--- config.mk ---
export PLATFORM = sky130hd
export DESIGN_NAME = id_scan_ctrl
export DESIGN_NICKNAME = d
export VERILOG_FILES = /design/src/rtl/id_scan_ctrl.sv
export SDC_FILE = /design/constraint.sdc
export NUM_CORES = 1
export LEC_CHECK = 0
export ABC_CLOCK_PERIOD_IN_PS = 2100
export CORE_ASPECT_RATIO = 0.6
export CORE_MARGIN = 2
export CORE_UTILIZATION = 49
export DETAILED_ROUTE_END_ITERATION = 10
export GPL_TIMING_DRIVEN = 1
export MAX_ROUTING_LAYER = met4
export PLACE_DENSITY = 0.86
export REMOVE_ABC_BUFFERS = 1
export SLEW_MARGIN = 20
export SYNTH_ARGS = -nofsm -noshare
export SYNTH_HDL_FRONTEND = slang
export SYNTH_SLANG_ARGS = --single-unit
--- constraint.sdc ---
create_clock -name clk -period 2.1 [get_ports clk]
set_clock_uncertainty 0.1 [all_clocks]
set_input_delay 0.21 -clock clk [delete_from_list [all_inputs] [get_ports clk]]
set_output_delay 0.21 -clock clk [all_outputs]
set_load 0.1 [all_outputs]
--- src/rtl/id_scan_ctrl.sv ---
// Streaming letter-then-digit identifier scanner with a one-entry record slot.
// Build option: define ID_SCAN_UNDERSCORE_EN to class '_' (0x5F) as a letter.
module id_scan_ctrl #(
   parameter int unsigned IDX_W = 16,
   parameter int unsigned LEN_W = 8,
   localparam int unsigned CHAR_W = 8,
   localparam int unsigned MATCH_W = 16
) (
   input  logic               clk,
   input  logic               rst_n,
   input  logic               in_valid_i,
   input  logic [CHAR_W-1:0]  in_char_i,
   input  logic               in_last_i,
   output logic               in_ready_o,
   output logic               out_valid_o,
   input  logic               out_ready_i,
   output logic [IDX_W-1:0]   out_start_o,
   output logic [LEN_W-1:0]   out_len_o,
   output logic [MATCH_W-1:0] match_cnt_o,
   output logic               busy_o
);

   typedef enum logic [1:0] {
      S_IDLE  = 2'd0,
      S_ALPHA = 2'd1,
      S_DIGIT = 2'd2
   } state_e;

   state_e              state_q, state_d, scan_nxt;
   logic                accept;
   logic                is_digit, is_alpha, is_other;
   logic                emit;
   logic [IDX_W-1:0]    pos_q, pos_d;
   logic [IDX_W-1:0]    seg_start_q, seg_start_d;
   logic [LEN_W-1:0]    seg_len_q, seg_len_d, seg_len_inc;
   logic                out_valid_q, out_valid_d;
   logic [IDX_W-1:0]    out_start_q, out_start_d;
   logic [LEN_W-1:0]    out_len_q, out_len_d;
   logic [MATCH_W-1:0]  match_cnt_q, match_cnt_d;

   assign in_ready_o  = !out_valid_q || out_ready_i;
   assign accept      = in_valid_i && in_ready_o;
   assign busy_o      = (state_q != S_IDLE) || out_valid_q;
   assign out_valid_o = out_valid_q;
   assign out_start_o = out_start_q;
   assign out_len_o   = out_len_q;
   assign match_cnt_o = match_cnt_q;

   // Character classification
   always_comb begin
      is_digit = (in_char_i >= 8'h30) && (in_char_i <= 8'h39);
      is_alpha = ((in_char_i >= 8'h41) && (in_char_i <= 8'h5A)) ||
                 ((in_char_i >= 8'h61) && (in_char_i <= 8'h7A));
`ifdef ID_SCAN_UNDERSCORE_EN
      is_alpha = is_alpha || (in_char_i == 8'h5F);
`else
      is_alpha = is_alpha;
`endif
      is_other = !is_digit && !is_alpha;
   end

   always_ff @(posedge clk) begin
      if (!rst_n) state_q <= S_IDLE;
      else        state_q <= state_d;
   end

   // scan_nxt ignores in_last so the final-digit emission can still see it
   always_comb begin
      scan_nxt = state_q;
      state_d  = state_q;
      case (state_q)
         S_IDLE:           scan_nxt = is_alpha ? S_ALPHA : S_IDLE;
         S_ALPHA, S_DIGIT: scan_nxt = is_digit ? S_DIGIT :
                                      (is_alpha ? S_ALPHA : S_IDLE);
         default:          scan_nxt = S_IDLE;
      endcase
      if (accept) state_d = in_last_i ? S_IDLE : scan_nxt;
   end

   always_comb begin
      pos_d       = pos_q;
      seg_start_d = seg_start_q;
      seg_len_d   = seg_len_q;
      out_valid_d = out_valid_q;
      out_start_d = out_start_q;
      out_len_d   = out_len_q;
      match_cnt_d = match_cnt_q;
      emit        = 1'b0;
      seg_len_inc = (&seg_len_q) ? seg_len_q : seg_len_q + LEN_W'(1);

      if (accept) begin
         pos_d = in_last_i ? '0 : pos_q + IDX_W'(1);
         if (state_q == S_IDLE && is_alpha) begin
            seg_start_d = pos_q;
            seg_len_d   = LEN_W'(1);
         end else if (state_q != S_IDLE && !is_other) begin
            seg_len_d = seg_len_inc;
         end
         // Terminator is excluded; a final digit is included
         if (state_q == S_DIGIT && is_other) begin
            emit        = 1'b1;
            out_start_d = seg_start_q;
            out_len_d   = seg_len_q;
         end else if (in_last_i && scan_nxt == S_DIGIT) begin
            emit        = 1'b1;
            out_start_d = seg_start_q;
            out_len_d   = seg_len_inc;
         end
      end

      if (emit) begin
         out_valid_d = 1'b1;
         match_cnt_d = match_cnt_q + MATCH_W'(1);
      end else if (out_valid_q && out_ready_i) begin
         out_valid_d = 1'b0;
      end
   end

   always_ff @(posedge clk) begin
      if (!rst_n) begin
         pos_q       <= '0;
         seg_start_q <= '0;
         seg_len_q   <= '0;
         out_valid_q <= 1'b0;
         out_start_q <= '0;
         out_len_q   <= '0;
         match_cnt_q <= '0;
      end else begin
         pos_q       <= pos_d;
         seg_start_q <= seg_start_d;
         seg_len_q   <= seg_len_d;
         out_valid_q <= out_valid_d;
         out_start_q <= out_start_d;
         out_len_q   <= out_len_d;
         match_cnt_q <= match_cnt_d;
      end
   end

endmodule

==> impl_metrics.yaml, run 1 <==
finish:
  share_of_cells_above_drive_strength_1_pct: 22.88
  post_layout_nonfiller_instances: 685
  num-nets-final: 591
  n_antenna_cell: 0
  syn2layout_area_growth_pct: 33.51
  layout.cells.most_common_list: "dfxtp_1, buf_4, a21oi_1, nand2_1, nand3_1"
setup_path:
  startpoint_kind_of_the_worst_setup_timing_path: "input pin"
  path_class: "in -> reg"
  critical_path.reg2reg.endpoint: "match_cnt_o[11]$_SDFFE_PN0P_"
  endpoint: "match_cnt_o[11]$_SDFFE_PN0P_"
  worstSetupEndpointType: "flop"
  timing.rr.start: "state_q[0]$_SDFFE_PN0P_"
  cp-startpoint: "in_char_i[1]"
  critical_path_peak_fanout: 6
  worstPathRequired_ns: 2.27
  r2r_slack_ns: 0.06
  ff2ff_path_depth: 8
  timing.critical_path.arrival_ns: 2.24
place:
  routabilityCongestion: 0.8844
  hpwlAfterDp_um: 7778
  dp_worst_setup_slack_ns: -0.4058
  placed_cells: 666
  numPortBuffers: 55
global_routing:
  initial_antenna_violation_count: 0
  first_global_vias: 3897
  grtUsageTotal_pct: 27.22
  grt_pass1_wl_um: 18840
  grt_max_degree: 44
  grt_overflow: 0
timing:
  min_period_over_period_pct: 98.85
  timing.final.hold_violations: 0
  number_of_max_slew_violations_in_the_final_report: 0
  finalHoldWorstSlack_ns: 0.3711
  setup_viol: 0
  fin_tns_setup_ns: 0
  worst_slack_ns: 0.02420
  slew_headroom_pct: 65.45
  maximum_operating_frequency_ghz: 0.4817
  period_needed_ns: 2.076
  tightestPinTransition_ns: 0.5129
clock_network:
  clk_transition_reported_paths_ns: 0.06
  cts-hold-fix-buffers: 0
  tritoncts.num_buffers: 9
  cts_root_cell: "clkbuf_16"
  tritoncts: "built"
  h-tree-depth: 3
  post_cts_buffers: 0
  clkSinkCount: 83
  clock_path_buffers: 2
  worst_skew_pair.late_latency_ns: 0.34
routing:
  avgViaCountPerCell: 6.174
  detail_route.wirelength_um: 12030
  vias: 4229
  detailedRoute.firstIterationViolations: 437
  drc_errors: 0
  routed_wire_length_per_instance_um: 17.56
  drt_pass1_iterations: 5
  detail-route-antenna-nets: 0
die:
  chipWidth_um: 121.0
  initial_cell_density_of_the_core_pct: 50.81
  design.portCount: 56
  fp-row-count: 25
  die_outline_area_sq_um: 8971
  chip_height_um: 74.17
  fp.coreArea_sq_um: 7914
logic_synthesis:
  syn_inst: 494
  syn_avg_cell_area_sq_um: 8.140
  synth_seq_area_share_pct: 41.32
  syn_std_cell_area_sq_um: 4021
  synth-edff-count: 0
  postSynthRegisterBits: 83
  async_flop_share_pct: 0
  yosys_warnings: 0
  postSynth.topFlopCell: "dfxtp_1"
  yosysUniqueCellTypes: 51
pwr:
  irDropWorstVdd_uv: 360.7
  power_density_nw_per_um2: 638.0
  power_leakage_nw: 1.922
  finalPower_mw: 3.425
min_path:
  hold_path_class: "reg -> reg"
run_status:
  status: "completed"
flow_run:
  drv.max_cap_violation_count: 0
-- stage by stage --
step	util, %	area [sq um]
after floorplan	-	3857
after global placement	62.02	4908
after detailed placement	62.02	4908
after CTS	67.13	5313
after global routing	67.84	5369
final	67.84	5369
-- area by class of cell --
type / count / area, sq um
clock inverters: 7 / 83.83
fillers: 626 / 2545
inverters: 8 / 30.03
well taps: 108 / 135.1
clock buffers: 9 / 225.2
repair buffers: 106 / 999.7
flip-flops and latches: 83 / 1664
multi-input cells: 364 / 2231
-- how the worst min path moves through the flow --
stage | start | endpoint | slack, ns | cells past startpoint
after floorplan | rst_n | match_cnt_o[11]$_SDFFE_PN0P_ | 0.25 | 2
after global placement | out_start_o[8]$_SDFFE_PN0P_ | out_start_o[8]$_SDFFE_PN0P_ | 0.36 | 2
after detailed placement | out_start_o[10]$_SDFFE_PN0P_ | out_start_o[10]$_SDFFE_PN0P_ | 0.36 | 2
after CTS | out_start_o[10]$_SDFFE_PN0P_ | out_start_o[10]$_SDFFE_PN0P_ | 0.37 | 2
after global routing | out_len_o[4]$_SDFFE_PN0P_ | out_len_o[4]$_SDFFE_PN0P_ | 0.39 | 2
final | out_start_o[4]$_SDFFE_PN0P_ | out_start_o[4]$_SDFFE_PN0P_ | 0.37 | 2
-- cells by family (layout without fill, tap and decap cells) --
group / count (synthesis) / in the layout / synth area share (%)
and+or+nand+nor: 177 / 177 / 21.81
AOI/OAI and AO/OA: 159 / 159 / 25.11
DFF: 83 / 83 / 41.32
buffers and inverters: 47 / 130 / 4.823
xor gates and xnor gates: 14 / 14 / 3.049
muxes: 8 / 8 / 2.022
adders and majority gates: 6 / 6 / 1.867
-- power by group --
group          total (mW)  internal, mW  switching [mW]
Combinational       0.203        0.0839           0.119
Clock                1.64         0.942           0.700
Sequential           1.58          1.58         0.00309
-- cell usage after synthesis, types with 3 or more instances --
cell | instances | area (sq um)
dfxtp_1 | 83 | 1662
a21oi_1 | 61 | 305.3
nand2_1 | 59 | 221.5
nand3_1 | 36 | 180.2
o21ai_0 | 33 | 165.2
clkbuf_1 | 31 | 116.4
nor2_1 | 25 | 93.84
o211ai_1 | 19 | 142.6
nand4_1 | 14 | 87.58
nand2b_1 | 9 | 56.30
xnor2_1 | 9 | 78.83
inv_1 | 8 | 30.03
a2111o_1 | 7 | 78.83
mux2i_1 | 7 | 70.07
a211oi_1 | 6 | 45.04
a31oi_1 | 6 | 37.54
and4_1 | 6 | 52.55
ha_1 | 6 | 75.07
and3_1 | 5 | 31.28
nor3_1 | 5 | 25.02
xor2_1 | 5 | 43.79
a21o_1 | 4 | 30.03
and2_1 | 4 | 25.02
buf_1 | 4 | 15.01
nor4_1 | 4 | 25.02
o221a_2 | 3 | 33.78
o22ai_1 | 3 | 18.77
or3_1 | 3 | 18.77
-- sequential cells by signal, indices dropped and copies added (netlist names) --
| register | cells |
|---|---|
| match_cnt_o | 16 |
| out_len_o | 8 |
| out_start_o | 16 |
| out_valid_o | 1 |
| pos_q | 16 |
| seg_len_q | 8 |
| seg_start_q | 16 |
| state_q | 2 |
-- worst max-delay path, stage by stage --
cell	delay [ns]
clkdlybuf4s15_1	0.20
or4_4	0.55
o22a_4	0.24
a211o_4	0.40
buf_12	0.17
a2111o_1	0.36
o21ai_1	0.10
-- metal layers --
layer | up-vias | GRT usage (%) | wire, um | share of wire [%]
li1 | 1971 | - | - | -
met1 | 2031 | 34.68 | 5075 | 42
met2 | 211 | 43.88 | 5754 | 48
met3 | 16 | 7.285 | 1086 | 9.0
met4 | 0 | 5.814 | 110 | 0.91
met5 | - | - | 0 | 0
-- repair_timing --
action                     4_1_cts  5_1_grt
gates cloned                     2        1
setup endpoints to repair       23       34
pin swaps                        3        4
resized for setup               13       12
No activity file was read; power rests on OpenSTA's default activity.
==> run 2: changes to the inputs <==
Settings changed: SKIP_CTS_REPAIR_TIMING set to 1.
==> run 2 against run 1 <==
Against the previous run:
- non-clock buffer count did not move
- via count did not move
- design area fell by 0.33%
- die area did not move
- count of clock-buffer cells in the layout did not move
- power barely moved
- global-route usage fell by 1.1 points
- sequential power barely moved
- first-iteration DRC count rose by 24%
- largest cell class unchanged
==> impl_metrics.yaml, run 2 (synthesis gave the netlist of run 1 again) <==
flow_run:
  drv.max_cap_violation_count: 0
routing:
  avgViaCountPerCell: 6.174
  drc_errors: 0
  routed_wire_length_per_instance_um: 17.14
  drt_pass1_iterations: 5
  detailedRoute.firstIterationViolations: 544
  detail-route-antenna-nets: 0
  vias: 4229
  detail_route.wirelength_um: 11740
pwr:
  power_leakage_nw: 1.948
  seq_power_share_pct: 46.2
  power_density_nw_per_um2: 639.7
  sw_frac_of_total_pct: 23.92
  internal_power_mw: 2.604
  finalPower_mw: 3.423
  clock_power_share_pct: 47.9
  netSwitchingPower_mw: 0.8189
  power.share.combinational_pct: 6.0
  irDropWorstVdd_uv: 360.9
clock_network:
  cts_root_cell: "clkbuf_16"
  tritoncts: "built"
  clk_transition_reported_paths_ns: 0.06
  worst_skew_pair.late_latency_ns: 0.34
  clkSinkCount: 83
  clock_path_buffers: 2
  tritoncts.num_buffers: 9
  h-tree-depth: 3
timing:
  min_period_over_period_pct: 98.51
  setup_viol: 0
  timing.final.hold_violations: 0
  tightestPinTransition_ns: 0.3803
  worst_slack_ns: 0.03127
  maximum_operating_frequency_ghz: 0.4834
  slew_headroom_pct: 74.59
  number_of_max_slew_violations_in_the_final_report: 0
  period_needed_ns: 2.069
finish:
  share_of_cells_above_drive_strength_1_pct: 22.01
  layout.cells.most_common_list: "dfxtp_1, buf_4, a21oi_1, nand2_1, nand3_1"
  post-route-cell-area_sq_um: 5351
  n_antenna_cell: 0
  post_layout_nonfiller_instances: 685
  num-nets-final: 591
  nFillCells: 628
  layout_commonest_cell: "dfxtp_1"
  syn2layout_area_growth_pct: 33.07
place:
  dp_worst_setup_slack_ns: -0.4058
  placed_cells: 666
  hpwlAfterDp_um: 7778
  placedInstanceArea_sq_um: 4908
  routabilityCongestion: 0.8844
  numPortBuffers: 55
run_status:
  status: "completed"
global_routing:
  first_global_vias: 3791
  grt_overflow: 0
  grtUsageTotal_pct: 26.13
  grt_pass1_wl_um: 18200
  grt_max_degree: 44
  initial_antenna_violation_count: 0
setup_path:
  timing.critical_path.arrival_ns: 2.24
  worstPathRequired_ns: 2.27
  critical_path_peak_fanout: 12
  worstSetupEndpointType: "flop"
  path_class: "reg -> reg"
  startpoint_kind_of_the_worst_setup_timing_path: "flop"
die:
  chip_height_um: 74.17
  initial_cell_density_of_the_core_pct: 50.81
  design.portCount: 56
  fp.coreArea_sq_um: 7914
  die_outline_area_sq_um: 8971
  chipWidth_um: 121.0
  fp-row-count: 25
min_path:
  hold_path_class: "reg -> reg"
-- run 2: cell types whose count changed in the layout (fill, tap and decap cells not counted), moves of 2 or more --
cell            delta
a21oi_1            +3
a21oi_2            -2
buf_16             -2
clkbuf_16          +2
dlygate4sd2_1      -2
dlymetal6s2s_1     +3
o21ai_0            -3
o21ai_1            +3
-- run 2: layer usage --
metal	part of all wire (%)	wire, um	track usage, %
met1	44	5191	34.12
met3	8.7	1024	6.365
met2	46	5447	41.76
met4	0.69	81	5.168
met5	0	0	-
-- run 2: cell type report --
| type | instances | area [sq um] | area share (%) |
|---|---|---|---|
| clock inverter | 7 | 83.83 | 1.567 |
| inverter | 8 | 30.03 | 0.5611 |
| tap | 108 | 135.1 | 2.525 |
| sequential | 83 | 1663 | 31.07 |
| multi-input combinational | 364 | 2210 | 41.29 |
| timing repair buffer | 106 | 1005 | 18.77 |
| clock buffer | 9 | 225.2 | 4.209 |
-- run 2: power groups by stage --
stage / clock network (mW) / logic [mW] / registers [mW]
finish: 1.64 / 0.204 / 1.58
global route: 1.71 / 0.219 / 1.58
CTS: 1.64 / 0.197 / 1.58
detailed placement: 0 / 0.196 / 1.62
global placement: 0 / 0.190 / 1.62
floorplan: 0 / 0.0752 / 1.62
-- run 2: final timing paths --
check,startpoint,to,cells past startpoint,slack (ns)
setup / recovery,state_q[0]$_SDFFE_PN0P_,match_cnt_o[11]$_SDFFE_PN0P_,8,0.03
hold / removal,out_start_o[4]$_SDFFE_PN0P_,out_start_o[4]$_SDFFE_PN0P_,2,0.37
setup reg to reg,state_q[0]$_SDFFE_PN0P_,match_cnt_o[11]$_SDFFE_PN0P_,8,0.03
hold reg to reg,out_start_o[4]$_SDFFE_PN0P_,out_start_o[4]$_SDFFE_PN0P_,2,0.37
-- run 2: critical path, stage by stage, from the launching register on --
cell,delay [ns]
dfxtp_2,0.34
inv_1,0.08
ha_4,0.29
nor2b_4,0.15
and4_4,0.26
nand2_4,0.09
buf_12,0.17
a2111o_1,0.41
o21ai_1,0.10
-- run 2: metrics by stage --
stage,hold WS [ns],setup TNS [ns],utilization (%)
6_report,0.3712,0,67.62
2_1_floorplan,0.2511,-128.05,-
4_1_cts,0.3699,-0.5062,65.93
3_5_place_dp,0.3607,-22.23,62.02
3_3_place_gp,0.3590,-19.48,62.02
5_1_grt,0.3884,-0.05077,67.62
==> patch (flow settings as in run 2) <==
Re-encode `state_e` (3 states) as one-hot, 3 bits wide.
--- a/src/rtl/id_scan_ctrl.sv
+++ b/src/rtl/id_scan_ctrl.sv
@@ -20,10 +20,10 @@
    output logic               busy_o
 );
 
-   typedef enum logic [1:0] {
-      S_IDLE  = 2'd0,
-      S_ALPHA = 2'd1,
-      S_DIGIT = 2'd2
+   typedef enum logic [2:0] {
+      S_IDLE  = 3'b001,
+      S_ALPHA = 3'b010,
+      S_DIGIT = 3'b100
    } state_e;
 
    state_e              state_q, state_d, scan_nxt;
Behaviour: same outputs for any inputs over 4 cycles, from zero or initial values and one cycle with rst_n low; so few cycles prove little.
==> patch against run 2 <==
  * Via count shrank 4.5%
  * Synthesized cell count shrank 3.4%
  * Cell area shrank 0.44%
  * Sequential cell count grew 1
  * Routed wire length shrank 1.2%
  * Largest cell class unchanged
  * Worst setup slack gained 130 ps
  * Critical path type is now in2reg
  * Total power grew 3.1%
  * Synthesized area shrank 0.90%
==> patch: results (changes against run 2) <==
- Worst reg2reg path depth: 6 (-2)
- Register area share after synthesis: 42.2% (+0.88 points)
- Layout cells sized above 1: 22.1% (+0.056 points)
- Wl on met1: 5.33 mm (+2.6%)
- Setup slack, reg-to-reg: 190 ps (+160 ps)
- Crit Path Max Fanout: 9 (-3)
- Largest net degree at the start of global routing: 47 (+6.8%)
- Nets: 582 (-1.5%)
- 1st-iter DRT viols: 374 (-31%)
- Compound-Gate Fraction of Synth Area: 18.8% (-6.3 points)
- Synth top area cells: dfxtp_1, mux2i_1, a21oi_1
- Final Hold Slack: 367 ps (-4.19 ps)
- Reg2reg end: match_cnt_o[12]$_SDFFE_PN0P_
- Leakage: 1.99 nW (+2.4%)
- HP Start: out_start_o[7]$_SDFFE_PN0P_
- Post-placement cell count: 660 (-0.90%)
- Mux cell area share after synthesis: 6.56% (+4.5 points)
- Met2 routed WL: 5.11 mm (-6.3%)
- WL/cell: 17.1 um (-0.44%)
- WHS Endpoint: out_start_o[7]$_SDFFE_PN0P_
- Slowest cell on crit path: clkdlybuf4s50_1
- Placed wire-length estimate: 7.95 mm (+2.2%)
- XOR/XNOR Fraction of Synth Area: 3.30% (+0.25 points)
- Outcome: complete, no violations
- Metal3 WL: 1.08 mm (+5.0%)
==> patch: cell types whose count changed after synthesis, moves of 6 or more <==
cell	run 2	this run
nor2_1	25	48
nand2_1	59	49
mux2i_1	7	25
a21oi_1	61	40
nor3_1	5	14
o211ai_1	19	0
clkbuf_1	31	22
inv_1	8	2
==> patch: worst max path at each step <==
stage                                        start                          end  slack (ps)  depth (start not counted)
after floorplan           out_valid_o$_SDFFE_PN0P_  seg_start_q[0]$_SDFFE_PN0P_       -3080                          5
after global placement                in_char_i[4]  match_cnt_o[8]$_SDFFE_PN0P_        -340                          7
after detailed placement              in_char_i[4]  match_cnt_o[4]$_SDFFE_PN0P_        -420                          7
after CTS                             in_char_i[4]  match_cnt_o[4]$_SDFFE_PN0P_         -70                          7
after global routing                   out_ready_i  match_cnt_o[4]$_SDFFE_PN0P_          20                          7
final                                 in_char_i[0]    out_len_o[0]$_SDFFE_PN0P_         160                          8
==> patch: layer usage <==
metal,global-route usage (%),vias up
li1,-,1903
met1,35.6,1932
met2,40.6,186
met3,8.39,18
met4,6.07,0
met5,-,-
==> patch: area by class of cell <==
type	instances	area (um^2)	share of cell area, %
clock buffers	11	243	4.56
inverters	3	11.3	0.211
clock inverters	5	83.8	1.57
multi-input cells	357	2200	41.2
well taps	108	135	2.54
diodes	1	2.50	0.0470
flip-flops and latches	84	1680	31.6
repair buffers	111	975	18.3
==> patch: report_power, final <==
group	switching, mW	internal, mW	leakage, nW
combinational	0.117	0.0838	1.17
clock	0.649	1.08	0.152
sequential	0.00381	1.60	0.677
==> patch: worst max-delay path: cells and delay by family <==
family | cells | cell delay, ps
buffers and inverters | 3 | 720
AOI/OAI and AO/OA | 4 | 840
and+or+nand+nor | 1 | 320
